File: src/rtl/pulse_generator_if.sv
// pulse_generator_if: start/width request and pulse/busy/done status of a one-shot pulse generator
//   startPulse  request strobe, sampled only while the generator is idle
//   pulseWidth  requested width in time units
//   pulseOut    generated pulse
//   busy        high from acceptance through end of hold-off
//   done        one-cycle strobe on sequence completion
interface pulse_generator_if #(
  parameter int SIZE_PULSE_WIDTH = 10
) ();
  logic                        startPulse;
  logic [SIZE_PULSE_WIDTH-1:0] pulseWidth;
  logic                        pulseOut;
  logic                        busy;
  logic                        done;
  modport master (output startPulse, pulseWidth, input pulseOut, busy, done);
  modport slave (input startPulse, pulseWidth, output pulseOut, busy, done);
endinterface

File: src/rtl/pulse_generator.sv
// pulse_generator: programmable one-shot pulse in ms/us/debug units followed by a forced hold-off gap
//   clk                  system clock, rising edge
//   resetPulseGenerator  asynchronous active-high reset
//   bus (slave)          startPulse/pulseWidth in, pulseOut/busy/done out (all outputs registered)
module pulse_generator #(
  parameter int FREQ_IN           = 12000000,
  parameter int SELECT_UNITS      = 1,
  parameter int LIMIT_PULSE_WIDTH = 1000,
  parameter int SIZE_PULSE_WIDTH  = $clog2(LIMIT_PULSE_WIDTH),
  parameter int HOLDOFF_UNITS     = 60
) (
  input logic               clk,
  input logic               resetPulseGenerator,
  pulse_generator_if.slave  bus
);
  localparam int UNIT_HZ = SELECT_UNITS > 1 ? SELECT_UNITS : (SELECT_UNITS != 0 ? 1000000 : 1000);
  localparam int CYCLES  = FREQ_IN / UNIT_HZ;
  localparam int PW      = CYCLES > 1 ? $clog2(CYCLES) : 1;
  localparam int UW      = SIZE_PULSE_WIDTH + 1;
  localparam logic [PW-1:0] PRE_LAST  = PW'(CYCLES - 1);
  localparam logic [UW-1:0] LIMIT_W   = UW'(LIMIT_PULSE_WIDTH);
  localparam logic [UW-1:0] HOLD_CNT  = UW'(HOLDOFF_UNITS);
  typedef enum logic [1:0] {IDLE, PULSE, HOLDOFF} state_t;
  state_t        state, stateNext;
  logic [PW-1:0] prescaler, prescalerNext;
  logic [UW-1:0] unitCount, unitCountNext, width, widthNext, unitLast;
  logic          pulseReg, pulseNext, busyReg, busyNext, doneReg, doneNext, unitTick;
  assign bus.pulseOut = pulseReg;
  assign bus.busy     = busyReg;
  assign bus.done     = doneReg;
  assign unitTick     = prescaler == PRE_LAST;
  assign unitLast     = unitCount + 1'b1;
  always_ff @(posedge clk or posedge resetPulseGenerator) begin
    if (resetPulseGenerator) begin
      state     <= IDLE;
      prescaler <= '0;
      unitCount <= '0;
      width     <= '0;
      pulseReg  <= 1'b0;
      busyReg   <= 1'b0;
      doneReg   <= 1'b0;
    end else begin
      state     <= stateNext;
      prescaler <= prescalerNext;
      unitCount <= unitCountNext;
      width     <= widthNext;
      pulseReg  <= pulseNext;
      busyReg   <= busyNext;
      doneReg   <= doneNext;
    end
  end
  always_comb begin
    stateNext = state;
    widthNext = width;
    pulseNext = pulseReg;
    busyNext  = busyReg;
    doneNext  = 1'b0;
    case (state)
      IDLE:
        if (bus.startPulse && bus.pulseWidth != '0) begin
          widthNext = {1'b0, bus.pulseWidth} > LIMIT_W ? LIMIT_W : {1'b0, bus.pulseWidth};
          pulseNext = 1'b1;
          busyNext  = 1'b1;
          stateNext = PULSE;
        end
      PULSE:
        if (unitTick && unitLast == width) begin
          pulseNext = 1'b0;
          if (HOLDOFF_UNITS > 0) stateNext = HOLDOFF;
          else begin
            busyNext  = 1'b0;
            doneNext  = 1'b1;
            stateNext = IDLE;
          end
        end
      HOLDOFF:
        if (unitTick && unitLast == HOLD_CNT) begin
          busyNext  = 1'b0;
          doneNext  = 1'b1;
          stateNext = IDLE;
        end
      default: stateNext = IDLE;
    endcase
    // Both counters restart from zero on every state change so each phase measures whole units.
    prescalerNext = (state == IDLE || stateNext != state || unitTick) ? '0 : prescaler + 1'b1;
    unitCountNext = (state == IDLE || stateNext != state) ? '0 : unitCount + UW'(unitTick);
  end
endmodule

File: src/flat_wrapper.sv
// flat-port wrapper written by rule: the top's interface ports become plain ports
module pulse_generator_flat 
#(
  parameter int FREQ_IN           = 12000000,
  parameter int SELECT_UNITS      = 1,
  parameter int LIMIT_PULSE_WIDTH = 1000,
  parameter int SIZE_PULSE_WIDTH  = $clog2(LIMIT_PULSE_WIDTH),
  parameter int HOLDOFF_UNITS     = 60
)
  (clk, resetPulseGenerator, bus_startPulse, bus_pulseWidth, bus_pulseOut, bus_busy, bus_done);
  pulse_generator_if #(.SIZE_PULSE_WIDTH(SIZE_PULSE_WIDTH)) bus_i ();
  input logic clk;
  input logic resetPulseGenerator;
  input wire logic [$bits(bus_i.startPulse)-1:0] bus_startPulse;
  input wire logic [$bits(bus_i.pulseWidth)-1:0] bus_pulseWidth;
  output wire logic [$bits(bus_i.pulseOut)-1:0] bus_pulseOut;
  output wire logic [$bits(bus_i.busy)-1:0] bus_busy;
  output wire logic [$bits(bus_i.done)-1:0] bus_done;
  assign bus_i.startPulse = bus_startPulse;
  assign bus_i.pulseWidth = bus_pulseWidth;
  assign bus_pulseOut = bus_i.pulseOut;
  assign bus_busy = bus_i.busy;
  assign bus_done = bus_i.done;
  pulse_generator #(.FREQ_IN(FREQ_IN), .SELECT_UNITS(SELECT_UNITS), .LIMIT_PULSE_WIDTH(LIMIT_PULSE_WIDTH), .SIZE_PULSE_WIDTH(SIZE_PULSE_WIDTH), .HOLDOFF_UNITS(HOLDOFF_UNITS)) u_core (.clk(clk), .resetPulseGenerator(resetPulseGenerator), .bus(bus_i));
endmodule
File: config.mk
export PLATFORM = sky130hd
export DESIGN_NAME = pulse_generator_flat
export DESIGN_NICKNAME = d
export VERILOG_FILES = /design/src/rtl/pulse_generator_if.sv /design/src/rtl/pulse_generator.sv /design/src/flat_wrapper.sv
export SDC_FILE = /design/constraint.sdc
export NUM_CORES = 1
export LEC_CHECK = 0
export CAP_MARGIN = 40
export CELL_PAD_IN_SITES_DETAIL_PLACEMENT = 0
export CELL_PAD_IN_SITES_GLOBAL_PLACEMENT = 1
export CORE_ASPECT_RATIO = 0.6
export CORE_MARGIN = 3
export CORE_UTILIZATION = 47
export CTS_BUF_LIST = sky130_fd_sc_hd__clkbuf_2 sky130_fd_sc_hd__clkbuf_4 sky130_fd_sc_hd__clkbuf_8
export DETAILED_ROUTE_END_ITERATION = 8
export PLACE_DENSITY_LB_ADDON = 0.1
export SYNTH_ARGS = -nofsm -noshare
export SYNTH_HDL_FRONTEND = slang
export SYNTH_SLANG_ARGS = --single-unit
export TNS_END_PERCENT = 20
File: constraint.sdc
create_clock -name clk -period 3.1 [get_ports clk]
set_input_delay 0.62 -clock clk [delete_from_list [all_inputs] [get_ports clk]]
set_output_delay 0.62 -clock clk [all_outputs]
set_load 0.005 [all_outputs]
==> results of run 1 <==
[routing by layer]
metal | vias up | part of all wire, % | track usage (%)
met3 | 10 | 7.1 | 7.84
met1 | 740 | 50 | 31.0
met5 | - | 0 | 0
li1 | 741 | - | -
met4 | 0 | 1.5 | 6.25
met2 | 48 | 41 | 26.2
[layout make-up]
cell class              count  share of cell area [%]
repair buffers             21                    8.71
flip-flops and latches     30                    33.5
inverters                   4                   0.670
multi-input cells         154                    48.1
clock buffers               6                    3.69
well taps                  47                    2.62
clock inverters             2                    2.68
[final timing paths]
check / startpoint / endpoint / slack (ns) / depth (start not counted)
setup / recovery: u_core.unitCount[0]$_DFF_PP0_ / u_core.unitCount[10]$_DFF_PP0_ / 0.28 / 8
hold / removal: u_core.prescaler[0]$_DFF_PP0_ / u_core.prescaler[0]$_DFF_PP0_ / 0.46 / 1
setup reg to reg: u_core.unitCount[0]$_DFF_PP0_ / u_core.unitCount[10]$_DFF_PP0_ / 0.28 / 8
hold reg to reg: u_core.prescaler[0]$_DFF_PP0_ / u_core.prescaler[0]$_DFF_PP0_ / 0.46 / 1
max in group asynchronous: resetPulseGenerator / u_core.unitCount[1]$_DFF_PP0_ / 2.10 / 3
min in group asynchronous: resetPulseGenerator / u_core.bus.busy$_DFFE_PP0P_ / 0.71 / 3
[Yosys cell counts (all sizes together), types with 2 or more instances]
cell type,count,area [um^2]
dfrtp,30,751
nand2,22,85.1
nor2,18,67.6
xnor2,15,131
nand3,13,65.1
a21oi,11,88.8
buf,10,70.1
o21ai,9,45.0
xor2,7,61.3
nor3,6,35.0
ha,5,62.6
mux2,5,56.3
inv,4,15.0
nor2b,4,25.0
a21boi,3,22.5
and3,3,18.8
clkbuf,3,11.3
nand4,3,33.8
a2111oi,2,36.3
nand2b,2,12.5
nor4,2,12.5
nor4b,2,17.5
o2111ai,2,17.5
o31ai,2,28.8
or2,2,12.5
[cell families (layout without fill, tap and decap cells)]
logic type	Yosys count	in the layout	share of synthesized area, %
AOI/OAI and AO/OA	41	41	18.1
xor gates and xnor gates	22	22	10.0
adders and majority gates	5	5	3.25
buffers and inverters	17	33	5.00
DFF	30	30	39.0
muxes	6	6	3.44
and+or+nand+nor	80	80	21.2
[worst register-to-register path, stage by stage (launching register included)]
cell and delay, ns:
dfrtp_1 0.46, ha_1 0.39, and2_1 0.20, a41oi_1 0.11
a2111oi_0 0.39, o2111ai_1 0.33, o31ai_4 0.48, buf_4 0.27
a21oi_1 0.08
[flip-flops by register name, indices dropped and copies added (netlist names)]
name / count
u_core.bus.done: 1
u_core.bus.pulseOut: 1
u_core.unitCount: 11
u_core.prescaler: 4
u_core.state: 2
u_core.bus.busy: 1
u_core.width: 10
[power by group through the flow]
stage / sequential [mW] / clock (mW) / combinational (mW)
CTS: 0.391 / 0.500 / 0.0309
floorplan: 0.399 / 0 / 0.00868
finish: 0.392 / 0.491 / 0.0303
detailed placement: 0.399 / 0 / 0.0308
global route: 0.391 / 0.520 / 0.0343
global placement: 0.399 / 0 / 0.0301
[per-stage QoR]
stage / util (%) / area [um^2] / hold WS [ns] / total power, mW
2_1_floorplan: - / 1930 / 0.433 / 0.407
3_3_place_gp: 55.1 / 2100 / 0.448 / 0.429
3_5_place_dp: 55.1 / 2100 / 0.457 / 0.430
4_1_cts: 58.9 / 2240 / 0.466 / 0.922
5_1_grt: 58.9 / 2240 / 0.491 / 0.946
6_report: 58.9 / 2240 / 0.459 / 0.913
==> flow_metrics.tcl, run 1 <==
set metrics [dict create \
    final.fill_count 326 \
    drive_gt1_share_pct 17.1 \
    postSynth.asyncResetShare_pct 100 \
    remaining_drc_errors 0 \
    grt.overflow.total 0 \
    synth_cells 201 \
    boundaryPins 16 \
    yosys.cell_types.count 49 \
    timing.final.max_slew_violations 0 \
    timing.hold.worst.class "flip-flop to flip-flop" \
    syn-num-nets 219 \
    placement.io_buffers 15 \
    path_delay_family "compound AO/OA/AOI/OAI gates" \
    detailedPlacementHpwl_um 3300 \
    grt_start_max_net_pins 31 \
    finalSetupViolations 0 \
    areaGrowthSynthToFinish_pct 16.4 \
    power.sequential.fraction_pct 42.9 \
    design.core.area_mm2 0.00381 \
    critical-path-max-stage-delay_ns 0.48 \
    post_synth_edffs 0 \
    cts_setup_buffers 0 \
    cts.sinks 30 \
    powerDensity_mw_per_mm2 407 \
    fin_tns_setup_ns 0 \
    holdBufCountCts 0 \
    critical_path.max_fanout 9 \
    num_antenna_cells 0 \
    grt_pass1_vias 1462 \
    synth.ff_latch_count 30 \
    max_slew_margin_pct 63.8 \
    timing.critical_path.arrival_ns 2.98 \
    rows 17 \
    timing_hold_violations_final 0 \
    routedWlPerCell_um 16.9 \
    cts.reportedPaths.clkPinSlew_ns 0.06 \
    timing_worst_setup_path_type "flip-flop to flip-flop" \
    clock_power_share_pct 53.8 \
    combPwrFrac_pct 3.3 \
    grt_first_pass_wirelength_um 7490 \
    final.setup.worst_slack_ns 0.276 \
    worst_skew_pair.late_latency_ns 0.28 \
    detail-route-antenna-nets 0 \
    rsz0062_at_grt "no" \
    synthFlopType "dfrtp_1" \
    power.leakage_nw 0.951 \
    drtIter0Drc 82 \
    crit_path_end_kind "flip-flop" \
    layout_common_cells "dfrtp_1 (30), nand2_1 (21), nor2_1 (18)" \
    tightestPinTransition_ns 0.536 \
    chain_of_cells_forming_the_critical_path "ha_1 -> and2_1 -> a41oi_1 -> a2111oi_0 -> o2111ai_1 -> o31ai_4 -> buf_4 -> a21oi_1" \
    run_status "complete, no violations" \
    effective_utilization_at_floorplan_pct 50.6 \
    clock_tree.htree_level_count 2 \
    via_per_inst 5.83 \
    mostFrequentLayoutCell "dfrtp_1" \
    cp.required_ns 3.26 \
    cts-root-buf "clkbuf_8" \
    cts-resized-gates 0 \
    internal-power_mw 0.750 \
    cts_made_buffers 5 \
    path_buf_inv 1 \
    startpoint_type "flip-flop" \
    p_sw_share_pct 17.8 \
    critical_path.slowest_cell "o31ai_4" \
    final_cells 264 \
    drt-pass1-iter-count 4 \
    area_occupied_by_registers_um2 751 \
    final.min_clock_period_ns 2.82 \
    die_w_um 88.6 \
    p_sw_mw 0.163 \
    die_outline_area_mm2 0.00493 \
    chipHeight_um 55.6 \
    drt-total-wl_um 4460 \
    cts.path.max_buffers 2 \
    drv_cap 0 \
    antenna_found_initial 0 \
    tritoncts "yes" \
    number_of_warning_messages_in_the_yosys_log 0 \
    yosysSeqAreaShare_pct 39.0 \
    grt_usage_pct 20.4 \
    routabilityCongestion 0.939 \
    detailedPlace.worstSlack_ns 0.342 \
    fin_nets 234 \
    fin_worst_skew_ns 0.00422 \
    achievable-frequency_mhz 354 \
    vdd_ir_drop_max_uv 242 \
    detailroute.via_count 1539 \
    final.period_utilization_pct 91.1 \
    syn_area_per_cell_um2 9.58 \
    syn_area_mm2 0.00193 \
    placed_cells_incl_taps 256 \
    area_of_the_multi_input_gates_mm2 0.00108 \
]
No activity file was read; power rests on OpenSTA's default activity.
==> run 2: changes to the inputs <==
--- a/constraint.sdc
+++ b/constraint.sdc
@@ -3,2 +3,2 @@
 set_output_delay 0.62 -clock clk [all_outputs]
-set_load 0.005 [all_outputs]
+set_load 0.1 [all_outputs]
==> flow_metrics.tcl, run 2 (synthesis results as in run 1) <==
set metrics [dict create \
    run_status "complete, no violations" \
    drtIter0Drc 118 \
    grt_start_max_net_pins 31 \
    design.core.area_mm2 0.00381 \
    routabilityCongestion 0.947 \
    boundaryPins 16 \
    critical_path.max_fanout 9 \
    hold_start "u_core.prescaler[0]$_DFF_PP0_" \
    chain_of_cells_forming_the_critical_path "ha_1 -> and2_1 -> a41oi_1 -> a2111oi_0 -> o2111ai_1 -> o31ai_4 -> buf_4 -> buf_4 -> a21oi_2" \
    timing.hold.worst.class "flip-flop to flip-flop" \
    worstReg2RegStart "u_core.unitCount[0]$_DFF_PP0_" \
    cts-root-buf "clkbuf_8" \
    holdBufCountCts 0 \
    largest_register_ffs 11 \
    antenna_found_initial 0 \
    detailedPlacementHpwl_um 3800 \
    wire_length_on_met3_um 411 \
    cts_made_buffers 5 \
    achievable-frequency_mhz 377 \
    tritoncts "yes" \
    placement.io_buffers 15 \
    timing_hold_violations_final 0 \
    drt-pass1-iter-count 4 \
    crit_path_frequent_cell "buf_4" \
    die_w_um 88.6 \
    fin_worst_skew_ns 0.00393 \
    worst_skew_pair.late_latency_ns 0.28 \
    num_antenna_cells 0 \
    cts.path.max_buffers 2 \
    chipHeight_um 55.6 \
    max_slew_margin_pct 66.8 \
    largest_register_by_flop_count "u_core.unitCount" \
    effective_utilization_at_floorplan_pct 50.6 \
    cp.required_ns 3.26 \
    critical-path-max-stage-delay_ns 0.48 \
    tightestPinTransition_ns 0.498 \
    timing_worst_setup_path_type "flip-flop to flip-flop" \
    grt_first_pass_wirelength_um 8540 \
    mostFrequentLayoutCell "dfrtp_1" \
    cts.sinks 30 \
    grt_usage_pct 22.9 \
    grt_pass1_vias 1641 \
    drt-total-wl_um 5050 \
    top_layer "met4" \
    drv_cap 0 \
    via_per_inst 5.92 \
    timing.final.max_slew_violations 0 \
    largest_registers "u_core.unitCount x11, u_core.width x10, u_core.prescaler x4" \
    power.leakage_nw 0.944 \
    timing.hold.ws_ns 0.459 \
    cp-startpoint "u_core.unitCount[0]$_DFF_PP0_" \
    die_outline_area_mm2 0.00493 \
    startpoint_type "flip-flop" \
    detail-route-antenna-nets 0 \
    final.min_clock_period_ns 2.65 \
    finalSetupViolations 0 \
    layout_common_cells "dfrtp_1 (30), nand2_1 (21), nor2_1 (18)" \
    fin_nets 237 \
    cts.reportedPaths.clkPinSlew_ns 0.06 \
    final.period_utilization_pct 85.6 \
    grt.overflow.total 0 \
    routedWlPerCell_um 19.0 \
    powerDensity_mw_per_mm2 327 \
    rsz0062_at_grt "no" \
    timing.critical_path.arrival_ns 2.81 \
    clock_tree.htree_level_count 2 \
    drive_gt1_share_pct 19.2 \
    fin_tns_setup_ns 0 \
    remaining_drc_errors 0 \
    rows 17 \
    detailroute.via_count 1574 \
    areaGrowthSynthToFinish_pct 13.8 \
    wirelength_met1_um 2330 \
    vdd_ir_drop_max_uv 174 \
    met2_length_um 2230 \
    crit_path_end_kind "flip-flop" \
    critical_path.slowest_cell "dfrtp_1" \
]
[run 2: cell types whose count changed in the layout (fill, tap and decap cells not counted), sizes merged]
cell / delta
buf: +6
clkdlybuf4s50: -3
clkinv: +2
clkbuf: -1
bufinv: -2
[run 2: worst paths after layout]
check,to,slack (ns),depth (start not counted)
setup / recovery,u_core.unitCount[9]$_DFF_PP0_,0.45,9
hold / removal,u_core.prescaler[0]$_DFF_PP0_,0.46,1
setup reg to reg,u_core.unitCount[9]$_DFF_PP0_,0.45,9
hold reg to reg,u_core.prescaler[0]$_DFF_PP0_,0.46,1
max in group asynchronous,u_core.width[9]$_DFFE_PP0P_,2.08,3
min in group asynchronous,u_core.bus.done$_DFF_PP0_,0.73,3
[run 2: repair_timing]
action	CTS	global route
setup endpoints to repair	0	7
setup buffers	0	4
gates resized for setup	0	0
[run 2: critical path, delay by kind of cell, from the launching register on]
kind,cells,cell delay [ns]
AND/OR/NAND/NOR,1,0.20
buffers and inverters,2,0.29
adder cells (fa/ha/maj),1,0.39
flip-flops,1,0.48
AO/OA/AOI/OAI,5,1.16
[run 2: power breakdown]
part | leakage, nW | total (mW) | internal, mW | switching, mW
clock network | 0.0438 | 0.294 | 0.150 | 0.144
logic | 0.500 | 0.0316 | 0.0158 | 0.0158
registers | 0.400 | 0.392 | 0.392 | 0
[run 2: area by class of cell]
| class | count | area (um^2) |
|---|---|---|
| Multi-Input combinational cell | 154 | 1080 |
| Timing Repair Buffer | 24 | 210 |
| Inverter | 4 | 15.0 |
| Clock buffer | 5 | 68.8 |
| Sequential cell | 30 | 751 |
| Fill cell | 330 | 1620 |
| Clock inverter | 2 | 10.0 |
| Tap cell | 47 | 58.8 |
[run 2: layer usage]
metal / track usage [%] / vias to the layer above
met2: 31.2 / 67
li1: - / 740
met1: 35.2 / 759
met4: 7.76 / 0
met3: 5.18 / 8
met5: 0 / -
[run 2: stage by stage]
stage                     util [%]  worst slack (ns)  cell area [um^2]  power, mW  std cells
after floorplan                  -             0.900              1930      0.407        201
after global placement        54.7             0.473              2080      0.429        255
after detailed placement      54.7             0.309              2080      0.430        255
after CTS                     56.8             0.284              2160      0.724        262
after global routing          57.6             0.157              2190      0.755        266
final                         57.6             0.446              2190      0.717        266
==> patch 1, RTL diff (settings of run 2) <==
`LIMIT_PULSE_WIDTH` is set to 1000 in 2 places; all go to 250.
--- a/src/rtl/pulse_generator.sv
+++ b/src/rtl/pulse_generator.sv
@@ -7,3 +7,3 @@
   parameter int SELECT_UNITS      = 1,
-  parameter int LIMIT_PULSE_WIDTH = 1000,
+  parameter int LIMIT_PULSE_WIDTH = 250,
   parameter int SIZE_PULSE_WIDTH  = $clog2(LIMIT_PULSE_WIDTH),
--- a/src/flat_wrapper.sv
+++ b/src/flat_wrapper.sv
@@ -5,3 +5,3 @@
   parameter int SELECT_UNITS      = 1,
-  parameter int LIMIT_PULSE_WIDTH = 1000,
+  parameter int LIMIT_PULSE_WIDTH = 250,
   parameter int SIZE_PULSE_WIDTH  = $clog2(LIMIT_PULSE_WIDTH),
Interface: changed (resized bus_pulseWidth); port bits go from 16 to 14. The function was not compared with the original's and may differ.
==> patch 1 against run 2 <==
Clock skew is 2.1 ps lower; sequential cell count is 4 lower; via count is 19% lower; final area is 17% lower; synthesized area is 15% lower; worst setup slack worse by 1.6 ps; total power is 19% lower; wire length is 30% lower; critical path depth is 3 lower; worst hold slack better by 10 ps; non-clock buffer count is 9 lower; die area is 14% lower; critical path type unchanged.
==> patch 1: results (changes against run 2) <==
Leading post-synthesis cells by cell area: dfrtp_1 40%, xnor2_1 4.8%, xor2_1 4.8%
CTS max path bufs: 2 (unchanged)
Setup Fix Bufs, Post-CTS: 0 (unchanged)
Outcome: completed
Hold Crit Class: reg -> reg
Global-route wire length before repair: 6380 um (-25%)
Hold_buf cts: 0 (unchanged)
Clk slew on worst S/H paths: 90 ps (+30 ps)
Post-DR wirelength/cell: 16.1 um (-15%)
Nets@finish: 194 (-18%)
Vias: 1269 (-19%)
Synth async-reset ratio: 1.00 (unchanged)
Critical Path AT: 2850 ps (+40 ps)
Distinct cells, synth: 44 (-10%)
Post-CTS Resized: 0 (unchanged)
Placed Instances: 215 (-16%)
Syn Inst Count: 165 (-18%)
Yosys warnings: 0 (unchanged)
Root buffer cell: clkbuf_8
GRT Total Usage: 0.201 (-0.0277)
P_leak: 0.807 nW (-14%)
Iteration-0 DRC Markers: 62 (-47%)
Synth top cells by count: 26 x dfrtp_1, 11 x nor2_1, 10 x a31oi_1, 10 x inv_1
H-tree depth: 1 (-1)
Worst Skew: 1.85 ps (-2.08 ps)
Worst Tran Pin Value: 701 ps (+204 ps)
Largest regs: u_core.unitCount (9), u_core.width (8), u_core.prescaler (4)
Fill cells: 270 (-18%)
Proportion of layout cells with a drive suffix above 1: 0.124 (-0.0675)
Slowest stage delay, CP: 610 ps (+130 ps)
Initial antenna violation count: 0 (unchanged)
Clock latency on the worst-skew pair: 270 ps
Via density: 5.79 (-2.1%)
Cts bufs inserted: 3 (-2)
P_sw: 0.116 mW (-27%)
Slowest cell on the critical path: o31ai_1
Syn nets: 181 (-17%)
Drt pass-1 iters: 4 (unchanged)
Post-place setup slack: 450 ps (+141 ps)
VDD IR max: 230 uV (+33%)
RePlAce Congestion: 0.892 (-5.7%)
Largest net degree at the start of global routing: 27 (-13%)
DP HPWL: 2670 um (-30%)
Setup violations, final: 0 (unchanged)
Number of diodes: 0 (unchanged)
Port Buffers: 13 (-2)
Register area share after synthesis: 0.400 (+0.00983)
Worst Path Max Fanout: 10 (+1)
Setup TNS: 0 ps (unchanged)
## patch 1: cell count changes after synthesis, moves of 5 or more
cell / delta
inv_1: +6
a21oi_1: +6
xnor2_1: -6
o21ai_0: -5
nor2_1: -7
nand3_1: -7
buf_2: -5
a31oi_1: +10
nand2_1: -13
a21oi_2: -9
## patch 1: stage by stage
stage | instance area [um2] | util | power, mW | hold WS (ps)
finish | 1810 | 0.589 | 0.582 | 470
global route | 1810 | 0.589 | 0.613 | 522
detailed placement | 1760 | 0.571 | 0.371 | 462
global placement | 1750 | 0.569 | 0.370 | 446
CTS | 1810 | 0.589 | 0.591 | 474
floorplan | 1630 | - | 0.353 | 433
## patch 1: power groups by stage
stage	Combinational, mW	Clock, mW	Sequential [mW]
floorplan	0.00707	0	0.346
global placement	0.0247	0	0.346
detailed placement	0.0254	0	0.346
CTS	0.0255	0.227	0.339
global route	0.0279	0.247	0.339
finish	0.0249	0.218	0.339
## patch 1: area by class of cell
cell class                      instances  share of cell area
Multi-Input combinational cell        122               0.485
Sequential cell                        26               0.359
Timing Repair Buffer                   15              0.0759
Clock buffer                            4              0.0304
Tap cell                               42              0.0290
Inverter                               10              0.0207
## patch 1: kinds of logic after synthesis
kind of cell | Yosys count | share of synthesized area
xor gates and xnor gates | 18 | 0.0969
muxes | 6 | 0.0407
buffers and inverters | 17 | 0.0600
adders and majority gates | 5 | 0.0384
DFF | 26 | 0.400
and+or+nand+nor | 54 | 0.192
AOI/OAI and AO/OA | 39 | 0.172
## patch 1: metal layers
| layer | track usage | share of wire | up-vias |
|---|---|---|---|
| met1 | 0.299 | 0.52 | 615 |
| met2 | 0.282 | 0.42 | 30 |
| met5 | 0 | 0 | - |
| met3 | 0.0623 | 0.058 | 2 |
| met4 | 0.0497 | 0.0054 | 0 |
| li1 | - | - | 622 |
## patch 1: final timing paths
path	slack [ps]	cells past startpoint	endpoint	start
max	440	6	u_core.unitCount[2]	u_core.unitCount[1]
min	470	1	u_core.prescaler[0]	u_core.prescaler[0]
max reg2reg	440	6	u_core.unitCount[2]	u_core.unitCount[1]
min reg2reg	470	1	u_core.prescaler[0]	u_core.prescaler[0]
max in group asynchronous	2140	3	u_core.prescaler[2]	resetPulseGenerator
min in group asynchronous	690	3	u_core.state[1]	resetPulseGenerator
## patch 1: worst max-delay path: cells and delay by family, from the launching register on
family | cells | cell delay (ps)
flip-flops | 1 | 550
adder cells (fa/ha/maj) | 1 | 390
AO/OA/AOI/OAI | 2 | 840
AND/OR/NAND/NOR | 3 | 790
==> patch 2, RTL diff (settings of run 2) <==
Without the edit above. Re-encode `state_t` (3 states) as one-hot, 3 bits wide.
--- a/src/rtl/pulse_generator.sv
+++ b/src/rtl/pulse_generator.sv
@@ -22,3 +22,3 @@
   localparam logic [UW-1:0] HOLD_CNT  = UW'(HOLDOFF_UNITS);
-  typedef enum logic [1:0] {IDLE, PULSE, HOLDOFF} state_t;
+  typedef enum logic [2:0] {IDLE = 3'b001, PULSE = 3'b010, HOLDOFF = 3'b100} state_t;
   state_t        state, stateNext;
Function: no difference found for any inputs over 10 cycles, from zero or initial values and one cycle with resetPulseGenerator high; not proved beyond that.
==> patch 2 against run 2 <==
Worst setup slack got worse by 7.3 ps; total power increased by 19%; wire length decreased by 7.9%; first-iteration DRC count increased by 11%; sequential power increased by 3%; fmax decreased by 0.27%; sequential cell count increased by 1; synthesized area increased by 3.6%; final area increased by 5.1%; combinational power decreased by 2%; core utilization increased by 1.9 points; critical path type unchanged; critical endpoint is now u_core.unitCount[10]; largest cell class unchanged.
==> patch 2: results (changes against run 2) <==
Global-route wire length before repair: 7820 um (-8.4%)
Worst reg2reg path depth: 8 (-1)
Slowest stage delay, CP: 460 ps (-20 ps)
Hold path cells: 1 (unchanged)
Syn nets: 232 (+5.9%)
Proportion of layout cells with a drive suffix above 1: 0.182 (-0.00996)
P_leak: 0.987 nW (+4.6%)
GRT Total Usage: 0.193 (-0.0361)
Drt total wl: 4650 um (-7.9%)
Number of flops mapped to enable cells by yosys: 0 (unchanged)
Worst reg2reg path endpoint: u_core.unitCount[10]
Distinct cells, synth: 43 (-12%)
R2r setup slk: 440 ps
Iteration-0 DRC Markers: 131 (+11%)
Nets@finish: 248 (+4.6%)
P_sw: 0.172 mW (+7.5%)
Post-synthesis compound-gate area fraction: 0.165 (-0.0156)
Register area share after synthesis: 0.390 (about the same)
M2 GR Usage: 0.286 (-0.0263)
Synth Area in XOR/XNOR: 0.0991 (-0.000943)
DP HPWL: 3570 um (-6.1%)
Vias in the first global route: 1574 (-4.1%)
VDD IR max: 264 uV (+52%)
RePlAce Congestion: 0.914 (-3.5%)
Worst Tran Pin Value: 569 ps (+70.9 ps)
Primary FF master, synth: dfrtp_1
Mux cell area share after synthesis: 0.0433 (+0.00885)
Hold Crit Class: reg -> reg
Number of diodes: 0 (unchanged)
Post-synthesis adder-cell area fraction: 0.0314 (-0.00112)
Fill cells: 353 (+7.0%)
Met1 Track Usage GR: 0.281 (-0.0718)
Family with the most delay on the worst path: simple AND/OR/NAND/NOR gates
Outcome: completed
Worst Path Max Fanout: 11 (+2)
Met3 usage: 0.0509 (-0.000905)
Leading post-synthesis cells by cell area: dfrtp_1 38%, nand2_1 5.6%, xnor2_1 5.3%
Critical Path AT: 2820 ps (about the same)
Vias: 1621 (+3.0%)
Largest net degree at the start of global routing: 32 (+3.2%)
Post-place setup slack: 469 ps (+160 ps)
Worst Skew: 5.12 ps (+1.19 ps)
Hold EP: u_core.prescaler[0]
Synth top cells by count: 30 x dfrtp_1, 30 x nand2_1, 15 x nand3_1
patch 2: cell count changes after synthesis, sizes merged, moves of 4 or more:
cell | run 2 | this run
buf | 10 | 6
nor2b | 4 | 0
nand3 | 13 | 17
nor4 | 2 | 6
inv | 4 | 8
nand2 | 22 | 31
o21ai | 9 | 21
o211ai | 0 | 5
patch 2: kinds of logic (layout without fill, tap and decap cells):
kind of cell,count (synthesis),count (layout)
compound gates,47,47
fa+ha+maj,5,5
simple gates,83,83
flops,31,31
mux,8,8
xor+xnor,21,21
buf+inv,19,36
patch 2: worst max path at each step:
stage | to | slack [ps] | cells past startpoint
finish | u_core.unitCount[10] | 440 | 8
detailed placement | u_core.unitCount[10] | 470 | 8
global route | u_core.unitCount[10] | 270 | 8
global placement | u_core.width[9] | 630 | 5
floorplan | u_core.state[1] | 890 | 9
CTS | u_core.unitCount[10] | 450 | 8
patch 2: power groups by stage:
stage          clock network [mW]  logic [mW]  registers, mW
6_report                    0.416      0.0310          0.404
5_1_grt                     0.443      0.0345          0.404
4_1_cts                     0.424      0.0316          0.404
3_5_place_dp                    0      0.0318          0.412
3_3_place_gp                    0      0.0306          0.412
2_1_floorplan                   0     0.00909          0.412
patch 2: per-layer routing:
layer / vias to the layer above / wire length, um
li1: 789 / -
met1: 791 / 2340
met2: 34 / 2060
met3: 7 / 214
met4: 0 / 39
met5: - / 0
patch 2: area by class of cell:
| class | count | area (um2) | area share |
|---|---|---|---|
| Tap cell | 57 | 71.3 | 0.0310 |
| Clock inverter | 2 | 35.0 | 0.0152 |
| Multi-Input combinational cell | 164 | 1130 | 0.489 |
| Clock buffer | 6 | 82.6 | 0.0359 |
| Inverter | 8 | 30.0 | 0.0130 |
| Timing Repair Buffer | 20 | 180 | 0.0782 |
| Sequential cell | 31 | 777 | 0.337 |
patch 2: through the flow:
step	cell area, um2	std cells	hold WS, ps	util	power [mW]
finish	2300	288	479	0.595	0.852
global placement	2190	280	458	0.565	0.443
floorplan	1990	214	439	-	0.421
CTS	2300	288	481	0.595	0.860
detailed placement	2190	280	471	0.565	0.444
global route	2300	288	519	0.595	0.882
